### src/rtl/dac081s101_driver_pkg.sv
// Shared definitions for the DAC081S101 write-side SPI driver:
// state encodings, frame geometry and the power-down codes.
package dac081s101_driver_pkg;

  localparam int FRAME_BITS = 16;
  localparam int DATA_W     = 8;
  localparam int PD_W       = 2;
  localparam int EDGE_W     = 5;

  typedef enum logic [1:0] {
    ST_IDLE  = 2'd0,
    ST_SETUP = 2'd1,
    ST_SHIFT = 2'd2,
    ST_GAP   = 2'd3
  } state_e;

  localparam logic [PD_W-1:0] PD_NORMAL = 2'b00;
  localparam logic [PD_W-1:0] PD_1K     = 2'b01;
  localparam logic [PD_W-1:0] PD_100K   = 2'b10;
  localparam logic [PD_W-1:0] PD_HIZ    = 2'b11;

  // Word layout on the wire: two don't-care zeros, PD1/PD0, sample, four zeros.
  function automatic logic [FRAME_BITS-1:0] build_frame(
    input logic [DATA_W-1:0] data,
    input logic [PD_W-1:0]   pd
  );
    return {2'b00, pd, data, 4'b0000};
  endfunction

endpackage

### src/rtl/dac081s101_driver_if.sv
// Application handshake plus DAC pin bundle for the DAC081S101 driver.
// The driver uses the slave modport; the application/bench uses master.
interface dac081s101_driver_if;
  import dac081s101_driver_pkg::*;

  logic              dac_valid;
  logic              dac_ready;
  logic [DATA_W-1:0] dac_data;
  logic [PD_W-1:0]   dac_pd;
  logic              dac_sync;
  logic              dac_sclk;
  logic              dac_din;
  logic              dac_done;

  modport master (
    output dac_valid,
    output dac_data,
    output dac_pd,
    input  dac_ready,
    input  dac_sync,
    input  dac_sclk,
    input  dac_din,
    input  dac_done
  );

  modport slave (
    input  dac_valid,
    input  dac_data,
    input  dac_pd,
    output dac_ready,
    output dac_sync,
    output dac_sclk,
    output dac_din,
    output dac_done
  );

endinterface

### src/rtl/dac081s101_driver_spi_halfbit_tick.sv
// Half-period prescaler: while enabled, pulses tick on the last clk of
// every CLK_DIV-cycle SCLK half-period; held at zero when disabled.
module spi_halfbit_tick #(
  parameter int CLK_DIV = 1
) (
  input  logic clk,
  input  logic rst_n,
  input  logic en,
  output logic tick
);

  localparam int CNT_W = (CLK_DIV > 1) ? $clog2(CLK_DIV) : 1;
  localparam logic [CNT_W-1:0] CNT_LAST = CNT_W'(CLK_DIV - 1);

  logic [CNT_W-1:0] cnt_q, cnt_d;

  always_comb begin
    tick  = en && (cnt_q == CNT_LAST);
    cnt_d = cnt_q;
    if (!en || tick) begin
      cnt_d = '0;
    end else begin
      cnt_d = cnt_q + 1'b1;
    end
  end

  always_ff @(posedge clk or negedge rst_n) begin
    if (!rst_n) begin
      cnt_q <= '0;
    end else begin
      cnt_q <= cnt_d;
    end
  end

endmodule

### src/rtl/dac081s101_driver.sv
// DAC081S101 write-side driver: accepts sample + PD code, shifts a 16-bit
// MSB-first frame out on SYNC/SCLK/DIN, then holds SYNC high for a gap.
module dac081s101_driver
  import dac081s101_driver_pkg::*;
#(
  parameter int CLK_DIV    = 1,
  parameter int GAP_HALVES = 2
) (
  input logic                clk,
  input logic                rst_n,
  dac081s101_driver_if.slave bus
);

  localparam int GAP_W = (GAP_HALVES > 1) ? $clog2(GAP_HALVES) : 1;
  localparam logic [GAP_W-1:0]  GAP_LAST  = GAP_W'(GAP_HALVES - 1);
  localparam logic [EDGE_W-1:0] EDGE_LAST = EDGE_W'(FRAME_BITS);

  state_e                  state_q, state_d;
  logic [FRAME_BITS-1:0]   shreg_q, shreg_d;
  logic [EDGE_W-1:0]       edge_q, edge_d;
  logic [GAP_W-1:0]        gap_q, gap_d;
  logic                    sync_q, sync_d;
  logic                    sclk_q, sclk_d;
  logic                    done_q, done_d;
  logic                    tick;
  logic [FRAME_BITS-1:0]   frame;

  spi_halfbit_tick #(
    .CLK_DIV(CLK_DIV)
  ) u_tick (
    .clk  (clk),
    .rst_n(rst_n),
    .en   (state_q != ST_IDLE),
    .tick (tick)
  );

  assign frame = build_frame(bus.dac_data, bus.dac_pd);

  // DIN is always the shift register MSB, so clearing the register forces DIN low.
  always_comb begin
    state_d = state_q;
    shreg_d = shreg_q;
    edge_d  = edge_q;
    gap_d   = gap_q;
    sync_d  = sync_q;
    sclk_d  = sclk_q;
    done_d  = 1'b0;

    case (state_q)
      ST_IDLE: begin
        if (bus.dac_valid) begin
          shreg_d = frame;
          sync_d  = 1'b0;
          state_d = ST_SETUP;
        end
      end

      ST_SETUP: begin
        if (tick) begin
          sclk_d  = 1'b0;
          edge_d  = EDGE_W'(1);
          state_d = ST_SHIFT;
        end
      end

      ST_SHIFT: begin
        if (tick) begin
          if (!sclk_q) begin
            sclk_d  = 1'b1;
            shreg_d = {shreg_q[FRAME_BITS-2:0], 1'b0};
          end else if (edge_q == EDGE_LAST) begin
            sync_d  = 1'b1;
            shreg_d = '0;
            edge_d  = '0;
            done_d  = 1'b1;
            state_d = ST_GAP;
          end else begin
            sclk_d = 1'b0;
            edge_d = edge_q + 1'b1;
          end
        end
      end

      ST_GAP: begin
        if (tick) begin
          if (gap_q == GAP_LAST) begin
            gap_d   = '0;
            state_d = ST_IDLE;
          end else begin
            gap_d = gap_q + 1'b1;
          end
        end
      end

      default: begin
        state_d = ST_IDLE;
      end
    endcase
  end

  always_ff @(posedge clk or negedge rst_n) begin
    if (!rst_n) begin
      state_q <= ST_IDLE;
      shreg_q <= '0;
      edge_q  <= '0;
      gap_q   <= '0;
      sync_q  <= 1'b1;
      sclk_q  <= 1'b1;
      done_q  <= 1'b0;
    end else begin
      state_q <= state_d;
      shreg_q <= shreg_d;
      edge_q  <= edge_d;
      gap_q   <= gap_d;
      sync_q  <= sync_d;
      sclk_q  <= sclk_d;
      done_q  <= done_d;
    end
  end

  assign bus.dac_ready = (state_q == ST_IDLE);
  assign bus.dac_sync  = sync_q;
  assign bus.dac_sclk  = sclk_q;
  assign bus.dac_din   = shreg_q[FRAME_BITS-1];
  assign bus.dac_done  = done_q;

endmodule

### src/flat_wrapper.sv
// flat-port wrapper written by rule: the top's interface ports become plain ports
module dac081s101_driver_flat import dac081s101_driver_pkg::*;
#(
  parameter int CLK_DIV    = 1,
  parameter int GAP_HALVES = 2
)
  (clk, rst_n, bus_dac_valid, bus_dac_data, bus_dac_pd, bus_dac_ready, bus_dac_sync, bus_dac_sclk, bus_dac_din, bus_dac_done);
  dac081s101_driver_if bus_i ();
  input logic clk;
  input logic rst_n;
  input wire logic [$bits(bus_i.dac_valid)-1:0] bus_dac_valid;
  input wire logic [$bits(bus_i.dac_data)-1:0] bus_dac_data;
  input wire logic [$bits(bus_i.dac_pd)-1:0] bus_dac_pd;
  output wire logic [$bits(bus_i.dac_ready)-1:0] bus_dac_ready;
  output wire logic [$bits(bus_i.dac_sync)-1:0] bus_dac_sync;
  output wire logic [$bits(bus_i.dac_sclk)-1:0] bus_dac_sclk;
  output wire logic [$bits(bus_i.dac_din)-1:0] bus_dac_din;
  output wire logic [$bits(bus_i.dac_done)-1:0] bus_dac_done;
  assign bus_i.dac_valid = bus_dac_valid;
  assign bus_i.dac_data = bus_dac_data;
  assign bus_i.dac_pd = bus_dac_pd;
  assign bus_dac_ready = bus_i.dac_ready;
  assign bus_dac_sync = bus_i.dac_sync;
  assign bus_dac_sclk = bus_i.dac_sclk;
  assign bus_dac_din = bus_i.dac_din;
  assign bus_dac_done = bus_i.dac_done;
  dac081s101_driver #(.CLK_DIV(CLK_DIV), .GAP_HALVES(GAP_HALVES)) u_core (.clk(clk), .rst_n(rst_n), .bus(bus_i));
endmodule
### config.mk
export PLATFORM = sky130hd
export DESIGN_NAME = dac081s101_driver_flat
export DESIGN_NICKNAME = d
export VERILOG_FILES = /design/src/rtl/dac081s101_driver_pkg.sv /design/src/rtl/dac081s101_driver_if.sv /design/src/rtl/dac081s101_driver_spi_halfbit_tick.sv /design/src/rtl/dac081s101_driver.sv /design/src/flat_wrapper.sv
export SDC_FILE = /design/constraint.sdc
export NUM_CORES = 1
export LEC_CHECK = 0
export BUFFER_PORTS_ARGS = -buffer_cell sky130_fd_sc_hd__buf_2
export CAP_MARGIN = 5
export CORE_ASPECT_RATIO = 1.25
export CORE_MARGIN = 8
export CORE_UTILIZATION = 48
export DETAILED_ROUTE_END_ITERATION = 10
export PLACE_DENSITY = 0.69
export SYNTH_ARGS = -nofsm -noshare
export SYNTH_HDL_FRONTEND = slang
export SYNTH_SLANG_ARGS = --single-unit
### constraint.sdc
create_clock -name clk -period 2.5 [get_ports clk]
set_clock_uncertainty 0.1 [all_clocks]
set_input_delay 0 -clock clk [delete_from_list [all_inputs] [get_ports clk]]
set_output_delay 0 -clock clk [all_outputs]
set_load 0.05 [all_outputs]
## Word level (Yosys, flattened, before mapping)

Cells that the tools add are included.

- Output and inout port bits: 5
- Word-level logic and storage cells: 70
- Register bits: 28

- Bitwise gates (word level): 1
- Add/sub/neg operators: 3
- Eq/ne operators: 12
- Reductions and logical operators: 13
- Multiplexer cells: 33

Operator list:

| kind | count |
|---|---|
| $mux 16 | 4 |
| $pmux 16 s2 | 1 |
| $mux 5 | 4 |
| $mux 2 | 7 |
| $mux 1 | 13 |
| $ne 2x1->1 const B | 6 |
| $pmux 5 s2 | 1 |
| $pmux 2 s4 | 1 |
| $reduce_and 4->1 | 2 |
| $reduce_and 7->1 | 1 |
| $reduce_bool 2->1 | 3 |
| $add 5x1->5 const B | 1 |
| $eq 5x5->1 const B | 1 |
| $reduce_and 5->1 | 1 |
| $eq 2x2->1 const B | 2 |
| $pmux 1 s2 | 2 |
| $ne 3x3->1 const B | 1 |
| $reduce_and 3->1 | 1 |
| $add 1x1->1 const B | 2 |
| $eq 2x1->1 const B | 1 |
| $logic_not 2->1 | 1 |
| $ne 2x2->1 const B | 1 |
| $reduce_and 2->1 | 1 |
| $logic_and 1x1->1 | 1 |
| other kinds (3) | 3 |

## Longest topological paths before layout

Gate-level depths: netlist of run 1.

- Word-level depth: 5
- Mapped depth: 8
- Mapped depth without buffers: 6

## Hierarchy

From an unflattened synthesis of run 1, not the netlist that was laid out.

- Cell total of the unflattened synthesis: 130
- Area total of the unflattened synthesis: 1321.3 µm²

By module, submodules not included:

| module | cells an instance | area each (µm²) | instances | sequential area each (µm²) |
|---|---|---|---|---|
| dac081s101_driver | 127 | 1278.7 | 1 | 578.1 |
| spi_halfbit_tick | 3 | 42.5 | 1 | 25.0 |

## Worst setup path before layout of run 1

OpenSTA, ideal clock, no wires.

- Path kind: reg2reg
- Start point: register u_core.state_q[0]
- End point: register u_core.state_q[1]
- Required time: 2275 ps
- Path slack: 402 ps
- Stages on the path, launching flop included: 8
- Buffers on the path: 1
- Arrival time: 1874 ps
- Cells stage by stage: dfrtp_1 -> inv_1 -> ha_1 -> nor2_1 -> buf_2 -> a21oi_1 -> a211oi_2 -> mux2_2

- Elaborated cells on any way between the ends: 15
- Classes of those cells: 10 x eq/ne; 1 x mux; 4 x reduce/logical

RTL lines:

| what | line | source |
|---|---|---|
| start: declaration | dac081s101_driver.sv:18 | `state_e state_q, state_d;` |
| start signal: assignment | dac081s101_driver.sv:111 | `state_q <= state_d;` |
| $logic_not 2->1 (*) | n/a |  |
| via bus_dac_ready | flat_wrapper.sv:14 | `output wire logic [$bits(bus_i.dac_ready)-1:0] bus_dac_ready;` |
| $ne 2x2->1 (no source line) | n/a |  |
| $reduce_and 7->1 (no source line) | n/a |  |

Mark *: on every way through the listed nets, which the timed path passes. The rest lies on a longest branch.
A chain may end at the register's enable or synchronous reset.

## Worst setup path after layout of run 1

- Start point: register u_core.state_q[0]
- End point: register u_core.shreg_q[14]

- Cells in the longest elaborated chain, start to end: 4
- Elaborated cells on any way between the ends: 10
- Classes of those cells: 4 x eq/ne; 1 x mux; 5 x reduce/logical

Ends and longest elaborated chain:

| what | line | source |
|---|---|---|
| $reduce_bool 2->1 | dac081s101_driver.sv:33 | `.en (state_q != ST_IDLE),` |
| $logic_and 1x1->1 | dac081s101_driver_spi_halfbit_tick.sv:18 | `tick = en && (cnt_q == CNT_LAST);` |
| $ne 2x1->1 (no source line) | n/a |  |
| $reduce_and 4->1 (no source line) | n/a |  |
| end signal: assignment | dac081s101_driver.sv:112 | `shreg_q <= shreg_d;` |
| end: declaration | dac081s101_driver.sv:19 | `logic [FRAME_BITS-1:0] shreg_q, shreg_d;` |

Several ways; a longest one is shown, not always the timed one.

==> flow_summary.toml, run 1 <==
[run_status]
status = "finished, final reports clean"

[logic_synthesis]
yosysUniqueCellTypes = 36
syn_area_per_cell_um2 = 9.796
synth_edf_count = 0
ys_seq_area_frac = 0.4772
synthFlopType = "dfrtp_1"
ys_async_sr_fraction = 1.000
netlist.top_cell.by_area = "dfrtp_1"
yosys_warnings = 0
yosys-top-cells-area = "dfrtp_1 44%, o21ai_0 6.3%, ha_1 5.9%"
yosys.area.top_type_share = 0.4356
synth_seq_cells = 24
synth_area_um2 = 1264
syn-num-nets = 148
syn_inst = 129

[timing]
fin_setup_tns_ps = 0
setup_violations = 0
max_freq_mhz = 450.9
period_minus_slack_ps = 2218
tightest_slew_ps = 671.6
whs_ps = 75.77
hold_violations = 0
min_period_over_period = 0.8872
slew_viol_final = 0
rsz0062_at_grt = "false"
max_slew_margin = 0.5523

[clock_network]
cts.sinks = 24
cts_made_buffers = 3
post-cts-setup-buffers = 0
cts_root_buf = "clkbuf_4"
cts_buffer_depth = 2
path_clk_slew_ps = 130
cts_tree = "built"
insertion_delay_ps = 310
h-tree-depth = 1

[global_route]
grt_max_degree = 25
grt_pass1_wl_mm = 4.678
antenna_found_initial = 0
grt_overflow = 0
grt_pass1_vias = 1044
globalRouteTotalUtil = 0.1367

[power]
cellPowerDensity_nw_per_um2 = 1103
total_power_mw = 1.677
leakage_nw = 0.7018
ir_drop_mv = 0.8243

[floorplanning]
die_y_um = 73.37
start_util = 0.4858
core-area_um2 = 2601
boundaryPins = 18
fp-row-count = 21
design.die.area_um2 = 4541
fp.dieW_um = 61.90

[cells_and_area]
finalInstanceArea_um2 = 1520
nets = 176
final_layout_size_suffix_gt1_frac = 0.2115
utilization = 0.5844
n_antenna_cell = 0
area.growth.synth_to_final_pct = 20.30
layout_commonest_cell = "dfrtp_1"
final_cell_mix = "22 x dfrtp_1, 20 x nand2_1, 17 x buf_2, 16 x o21ai_0, 11 x dlygate4sd3_1"

[hold_path]
min-delay-path-class = "input pin to asynchronous set/reset pin"

[placed_design]
place.gp.congestion = 0.7853
place.port_buffers = 17
place_area_um2 = 1368
dpl.hpwl_mm = 1.864

[routing]
drt_iter0_markers = 42
first_pass_iters = 4
vias = 1026
finalWirelength_mm = 2.730
drc = 0
postRouteAntennaNets = 0
vias_per_cell = 5.400
wire_per_inst_um = 14.37

[worst_setup_path]
worstSetupEndpointType = "flip-flop"
crit_fanout = 15
worst-r2r-setup-slack_ps = 280
critPathLaunchType = "flip-flop"
crit_type = "flip-flop to flip-flop"
crit_required_ps = 2630
cp.arrival_ps = 2350

[job]
cap_violations = 0
-- Yosys cell counts (all sizes together) (2+ instances only) --
library cell	count
nand2	20
nor3b	3
nand3	2
a22o	2
clkbuf	2
dfrtp	22
inv	5
dfstp	2
ha	6
o31ai	2
o21ai	16
nand2b	2
buf	5
a32oi	2
a21oi	4
a22oi	8
mux2	2
nor2	9
xnor2	2
-- final cells by class --
cell class	count	area (um2)
fill	234	1081
multi-input combinational	93	609.3
sequential	24	603.1
timing repair buffer	30	210.2
tap	34	42.54
clock buffer	4	36.28
inverter	5	18.77
-- critical path, cell delays in order, from the launching register on --
cell and delay (ps):
dfrtp_1 420, inv_1 110, ha_1 380, inv_1 350
nor2_2 440, a32oi_1 150, o21ai_0 180
-- flip-flops by register name, summed over array words and instances (netlist names) --
signal / flops
u_core.state_q: 2
u_core.gap_q: 1
u_core.bus.dac_done: 1
u_core.edge_q: 5
u_core.shreg_q: 12
u_core.u_tick.cnt_q: 1
u_core.bus.dac_sync: 1
u_core.bus.dac_sclk: 1
-- report_power, final --
group | internal [mW] | switching (mW) | leakage (nW)
logic | 0.312 | 0.489 | 0.380
clock network | 0.0890 | 0.115 | 0.0210
registers | 0.544 | 0.128 | 0.301
total | 0.945 | 0.732 | 0.702
-- layer usage --
layer  routed length, um  vias to the layer above  share of wire  track usage
li1                    -                      506              -            -
met1                1115                      500           0.41       0.1525
met2                1485                       15           0.54       0.2411
met3                  90                        5          0.033      0.03152
met4                  38                        0          0.014      0.04569
met5                   0                        -              0            0
-- logic make-up (layout without fill, tap and decap cells) --
kind of cell,Yosys count,after routing,share of synthesized area
xor gates and xnor gates,2,2,0.01386
buffers and inverters,12,39,0.04553
AOI/OAI and AO/OA,38,38,0.2030
DFF,24,24,0.4772
muxes,3,3,0.02574
other,1,1,0.002967
and+or+nand+nor,43,43,0.1723
adders and majority gates,6,6,0.05940
-- metrics by stage --
stage	worst slack, ps	std cells
CTS	320.2	190
global route	59.78	190
global placement	94.94	175
floorplan	401.5	129
detailed placement	-5.875	175
finish	282.1	190
-- path summary, 6_finish.rpt --
path | startpoint | endpoint | cells after the start
worst min register to register | u_core.edge_q[4] | u_core.edge_q[4] | 1
max in group asynchronous | rst_n | u_core.bus.dac_sync | 2
min in group clk | bus_dac_valid | u_core.shreg_q[15] | 5
worst max register to register | u_core.state_q[0] | u_core.shreg_q[14] | 6
worst min-delay path | rst_n | u_core.edge_q[2] | 2
worst max-delay path | u_core.state_q[0] | u_core.shreg_q[14] | 6
-- what timing repair did --
item,in CTS,in global routing
setup endpoints to repair,7,0
hold endpoints to repair,34,0
hold buffers,11,0
resized for setup,1,0
(Power assumes the default switching activity.)
==> run 2, diff against run 1 <==
--- a/config.mk
+++ b/config.mk
@@ -11,6 +11,7 @@
 export CORE_MARGIN = 8
 export CORE_UTILIZATION = 48
 export DETAILED_ROUTE_END_ITERATION = 10
+export HOLD_SLACK_MARGIN = 0.15
 export PLACE_DENSITY = 0.69
 export SYNTH_ARGS = -nofsm -noshare
 export SYNTH_HDL_FRONTEND = slang
==> run 2 against run 1 <==
Net effect: setup slack better by 7.5 ps; register-to-register slack improved by 30 ps; combinational power barely moved; maximum frequency is 0.34% higher; sequential power is essentially flat; flip-flop and latch count unchanged; critical endpoint is now u_core.shreg_q[11]; largest power group unchanged; highest routed layer unchanged.
==> flow_summary.toml, run 2 (synthesized netlist as in run 1, its figures left out) <==
[hold_path]
min-delay-path-class = "flip-flop to flip-flop"

[floorplanning]
core-area_um2 = 2601
design.die.area_um2 = 4541
fp-row-count = 21
fp.dieW_um = 61.90
start_util = 0.4858
boundaryPins = 18
die_y_um = 73.37

[clock_network]
insertion_delay_ps = 320
cts_root_buf = "clkbuf_4"
cts_made_buffers = 3
cts_buffer_depth = 2
cts.sinks = 24
path_clk_slew_ps = 130
cts_tree = "built"
h-tree-depth = 1

[global_route]
grt_max_degree = 23
grt_pass1_vias = 1065
grt_use_met2 = 0.2537
globalRouteTotalUtil = 0.1409
top_usage_layer = "met2"
grt_overflow = 0
grt_util_met3 = 0.03152
grt_pass1_wl_mm = 4.795
antenna_found_initial = 0
grt_util_met1 = 0.1535

[cells_and_area]
final_cells = 193
final_layout_size_suffix_gt1_frac = 0.2075
largest_reg_flops = 12
finalInstanceArea_um2 = 1550
nets = 179
layout_commonest_cell = "dfrtp_1"
top_register = "u_core.shreg_q"
area.growth.synth_to_final_pct = 22.67
final_cell_mix = "22 x dfrtp_1, 20 x nand2_1, 17 x buf_2, 16 x o21ai_0, 14 x dlygate4sd3_1"
n_antenna_cell = 0
fillerInstances = 233
reg.largest.list = "u_core.shreg_q: 12 flops, u_core.edge_q: 5 flops, u_core.state_q: 2 flops"

[power]
power_switching_mw = 0.7337
internal_power_mw = 0.9475
clkPwrFrac = 0.123
seq_power_share = 0.399
ir_drop_mv = 0.8263
leakage_nw = 0.7143
p_sw_frac = 0.4364
cellPowerDensity_nw_per_um2 = 1084
p_comb_frac = 0.478

[routing]
vias = 1032
wire_per_inst_um = 14.43
drt_iter0_markers = 30
drc = 0
finalWirelength_mm = 2.785
postRouteAntennaNets = 0
vias_per_cell = 5.347
first_pass_iters = 4

[timing]
max_slew_margin = 0.3286
slew_viol_final = 0
hold_violations = 0
worst_slack_ps = 289.6
period_minus_slack_ps = 2210
whs_ps = 380.5
max_freq_mhz = 452.4
tightest_slew_ps = 1004
rsz0062_at_grt = "false"
min_period_over_period = 0.8842
setup_violations = 0

[run_status]
status = "finished, final reports clean"

[placed_design]
dp_cells = 175
pre_cts_slack_ps = -5.875
place.gp.congestion = 0.7853
place.port_buffers = 17
dpl.hpwl_mm = 1.864
place_area_um2 = 1368

[worst_setup_path]
worstSetupEndpointType = "asynchronous set/reset pin"
critPathLaunchType = "input pin"
crit_type = "input pin to asynchronous set/reset pin"
crit_required_ps = 2720
cp.arrival_ps = 2430
crit_fanout = 22

[job]
cap_violations = 0
==> run 2: critical path, cell delays in order <==
cell and delay [ps]:
dlygate4sd3_1 520, dlygate4sd3_1 530, buf_2 140, dlygate4sd3_1 1230
==> run 2: area by class of cell <==
type                    instances  area [um2]  area share
inverters                       5       18.77     0.01211
multi-input cells              93       609.3      0.3931
flip-flops and latches         24       603.1      0.3890
clock buffers                   4       36.28     0.02341
repair buffers                 33       240.2      0.1550
well taps                      34       42.54     0.02744
==> run 2: per-layer routing <==
| layer | wire length (um) | share of wire | vias to the layer above |
|---|---|---|---|
| met5 | 0 | 0 | - |
| met4 | 38 | 0.014 | 0 |
| met3 | 84 | 0.030 | 5 |
| met2 | 1533 | 0.55 | 16 |
| met1 | 1129 | 0.41 | 501 |
| li1 | - | - | 510 |
==> run 2: final timing paths <==
check | start | to | cells after the start | slack, ps
worst max-delay path | rst_n | u_core.shreg_q[11] | 4 | 290
worst min-delay path | u_core.edge_q[4] | u_core.edge_q[4] | 1 | 380
worst max register to register | u_core.state_q[0] | u_core.shreg_q[13] | 6 | 310
worst min register to register | u_core.edge_q[4] | u_core.edge_q[4] | 1 | 380
max in group clk | u_core.state_q[0] | u_core.shreg_q[13] | 6 | 310
min in group asynchronous | rst_n | u_core.bus.dac_sclk | 3 | 600
==> run 2: metrics by stage <==
| step | power (mW) | TNS, ps | utilization |
|---|---|---|---|
| global placement | 1.424 | 0 | 0.5257 |
| floorplan | 1.301 | 0 | - |
| global route | 1.843 | 0 | 0.5960 |
| finish | 1.681 | 0 | 0.5960 |
| detailed placement | 1.464 | -5.875 | 0.5257 |
| CTS | 1.691 | 0 | 0.5960 |
==> run 2: what timing repair did <==
item	in CTS	in global routing
hold buffers	14	0
hold endpoints to repair	37	0
endpoints found under the setup margin	7	0
resized for setup	1	0
buffers inserted	0	0
==> run 2: power by group through the flow <==
stage	clock (mW)	sequential (mW)	combinational, mW
after global placement	0	0.670	0.754
after detailed placement	0	0.678	0.786
after CTS	0.211	0.672	0.808
final	0.207	0.671	0.804
after floorplan	0	0.682	0.620
after global routing	0.229	0.694	0.920
==> run 3, diff against run 2 <==
--- a/config.mk
+++ b/config.mk
@@ -7,12 +7,14 @@
 export LEC_CHECK = 0
 export BUFFER_PORTS_ARGS = -buffer_cell sky130_fd_sc_hd__buf_2
 export CAP_MARGIN = 5
+export CELL_PAD_IN_SITES_DETAIL_PLACEMENT = 0
+export CELL_PAD_IN_SITES_GLOBAL_PLACEMENT = 2
 export CORE_ASPECT_RATIO = 1.25
 export CORE_MARGIN = 8
-export CORE_UTILIZATION = 48
+export CORE_UTILIZATION = 35
 export DETAILED_ROUTE_END_ITERATION = 10
 export HOLD_SLACK_MARGIN = 0.15
-export PLACE_DENSITY = 0.69
+export PLACE_DENSITY_LB_ADDON = 0.1
 export SYNTH_ARGS = -nofsm -noshare
 export SYNTH_HDL_FRONTEND = slang
 export SYNTH_SLANG_ARGS = --single-unit
==> run 3 against run 2 <==
Net effect: core utilization shrank 16 points; flip-flop and latch count unchanged; final cell count increased by 1.0%; critical path depth increased by 2; first-iteration DRC count grew 40%; critical path type is now flip-flop to flip-flop.
==> flow_summary.toml, run 3 (synthesized netlist as in run 1, its figures left out) <==
[run_status]
status = "finished, final reports clean"

[clock_network]
h-tree-depth = 1
cts_root_buf = "clkbuf_8"
cts.sinks = 24
cts_buffer_depth = 2
cts_made_buffers = 3
path_clk_slew_ps = 80
post_cts_resized = 0
insertion_delay_ps = 260
cts_tree = "built"

[timing]
period_minus_slack_ps = 2011
whs_ps = 154.4
max_freq_mhz = 497.3
fin_setup_tns_ps = 0
setup_violations = 0
tightest_slew_ps = 550.9
min_period_over_period = 0.8043
rsz0062_at_grt = "false"
slew_viol_final = 0
max_slew_margin = 0.6323
hold_violations = 0

[worst_setup_path]
critPathLaunchType = "flip-flop"
cp.arrival_ps = 2070
crit_fanout = 15
worstSetupEndpointType = "flip-flop"
crit_type = "flip-flop to flip-flop"
crit_required_ps = 2560

[cells_and_area]
largest_reg_flops = 12
n_antenna_cell = 0
final_cell_mix = "22 x dfrtp_1, 20 x nand2_1, 17 x buf_2, 16 x o21ai_0, 11 x dlygate4sd3_1"
final_layout_size_suffix_gt1_frac = 0.2051
reg.largest.list = "u_core.shreg_q: 12 flops, u_core.edge_q: 5 flops, u_core.state_q: 2 flops"
final_cells = 195
layout_commonest_cell = "dfrtp_1"
top_register = "u_core.shreg_q"
nets = 177
area.growth.synth_to_final_pct = 21.29

[global_route]
antenna_found_initial = 0
grt_pass1_vias = 1055
grt_overflow = 0
grt_pass1_wl_mm = 4.761
globalRouteTotalUtil = 0.09758
grt_max_degree = 25

[floorplanning]
fp.dieW_um = 69.75
core-area_um2 = 3483
boundaryPins = 18
die_y_um = 83.18
design.die.area_um2 = 5801
fp-row-count = 24
start_util = 0.3628

[power]
cellPowerDensity_nw_per_um2 = 1120
leakage_nw = 0.7034
total_power_mw = 1.717
ir_drop_mv = 0.4441

[job]
cap_violations = 0

[routing]
vias_per_cell = 5.113
wire_per_inst_um = 13.90
postRouteAntennaNets = 0
finalWirelength_mm = 2.711
vias = 997
drc = 0
first_pass_iters = 4
drt_iter0_markers = 42

[hold_path]
min-delay-path-class = "input pin to flip-flop"

[placed_design]
dp_cells = 181
place.port_buffers = 17
dpl.hpwl_mm = 1.959
place.gp.congestion = 0.7291
-- run 3: changes by cell type in the layout (fill, tap and decap cells not counted), sizes merged --
cell / previous run / this run
buf: 19 / 20
clkbuf: 4 / 3
dlygate4sd3: 14 / 11
-- run 3: report_power, final --
part	leakage, nW	switching [mW]	internal (mW)
sequential	0.301	0.123	0.545
combinational	0.381	0.496	0.326
clock	0.0216	0.119	0.108
-- run 3: repair_timing --
item	CTS	global route
endpoints found under the hold margin	34	0
setup buffers	0	0
hold buffers	11	0
-- run 3: worst max-delay path, cell delays in order, from the launching register on --
cell	delay, ps
dfrtp_1	390
inv_1	90
ha_1	210
inv_1	420
a21oi_4	70
a211oi_2	260
mux2_2	370
-- run 3: per-stage QoR --
step                        util  instance area, um2  setup slack, ps
after floorplan                -                1264            401.5
after global placement    0.3966                1381            562.6
after detailed placement  0.3966                1381            471.4
after CTS                 0.4400                1533            459.0
after global routing      0.4400                1533            383.0
final                     0.4400                1533            489.3
-- run 3: worst paths after layout --
path                                   startpoint                   to  slack, ps  cells after the start
worst max register to register  u_core.state_q[0]    u_core.state_q[1]        490                      6
min in group asynchronous                   rst_n         u_core.gap_q        160                      2
worst min register to register       u_core.gap_q         u_core.gap_q        380                      1
max in group asynchronous                   rst_n  u_core.bus.dac_sync       1760                      2
worst max-delay path            u_core.state_q[0]    u_core.state_q[1]        490                      6
worst min-delay path                bus_dac_valid   u_core.shreg_q[15]        150                      5
-- run 3: area by class of cell --
| type | instances | area (um2) |
|---|---|---|
| fill | 345 | 1951 |
| sequential | 24 | 603.1 |
| inverter | 5 | 18.77 |
| timing repair buffer | 31 | 217.7 |
| tap | 39 | 48.80 |
| clock buffer | 3 | 41.29 |
| multi-input combinational | 93 | 603.1 |
-- run 3: metal layers --
layer,up-vias,part of all wire,track usage
met5,-,0,0
met4,0,0.017,0.03846
met3,5,0.037,0.02500
met2,19,0.49,0.1664
met1,469,0.46,0.1131
li1,504,-,-
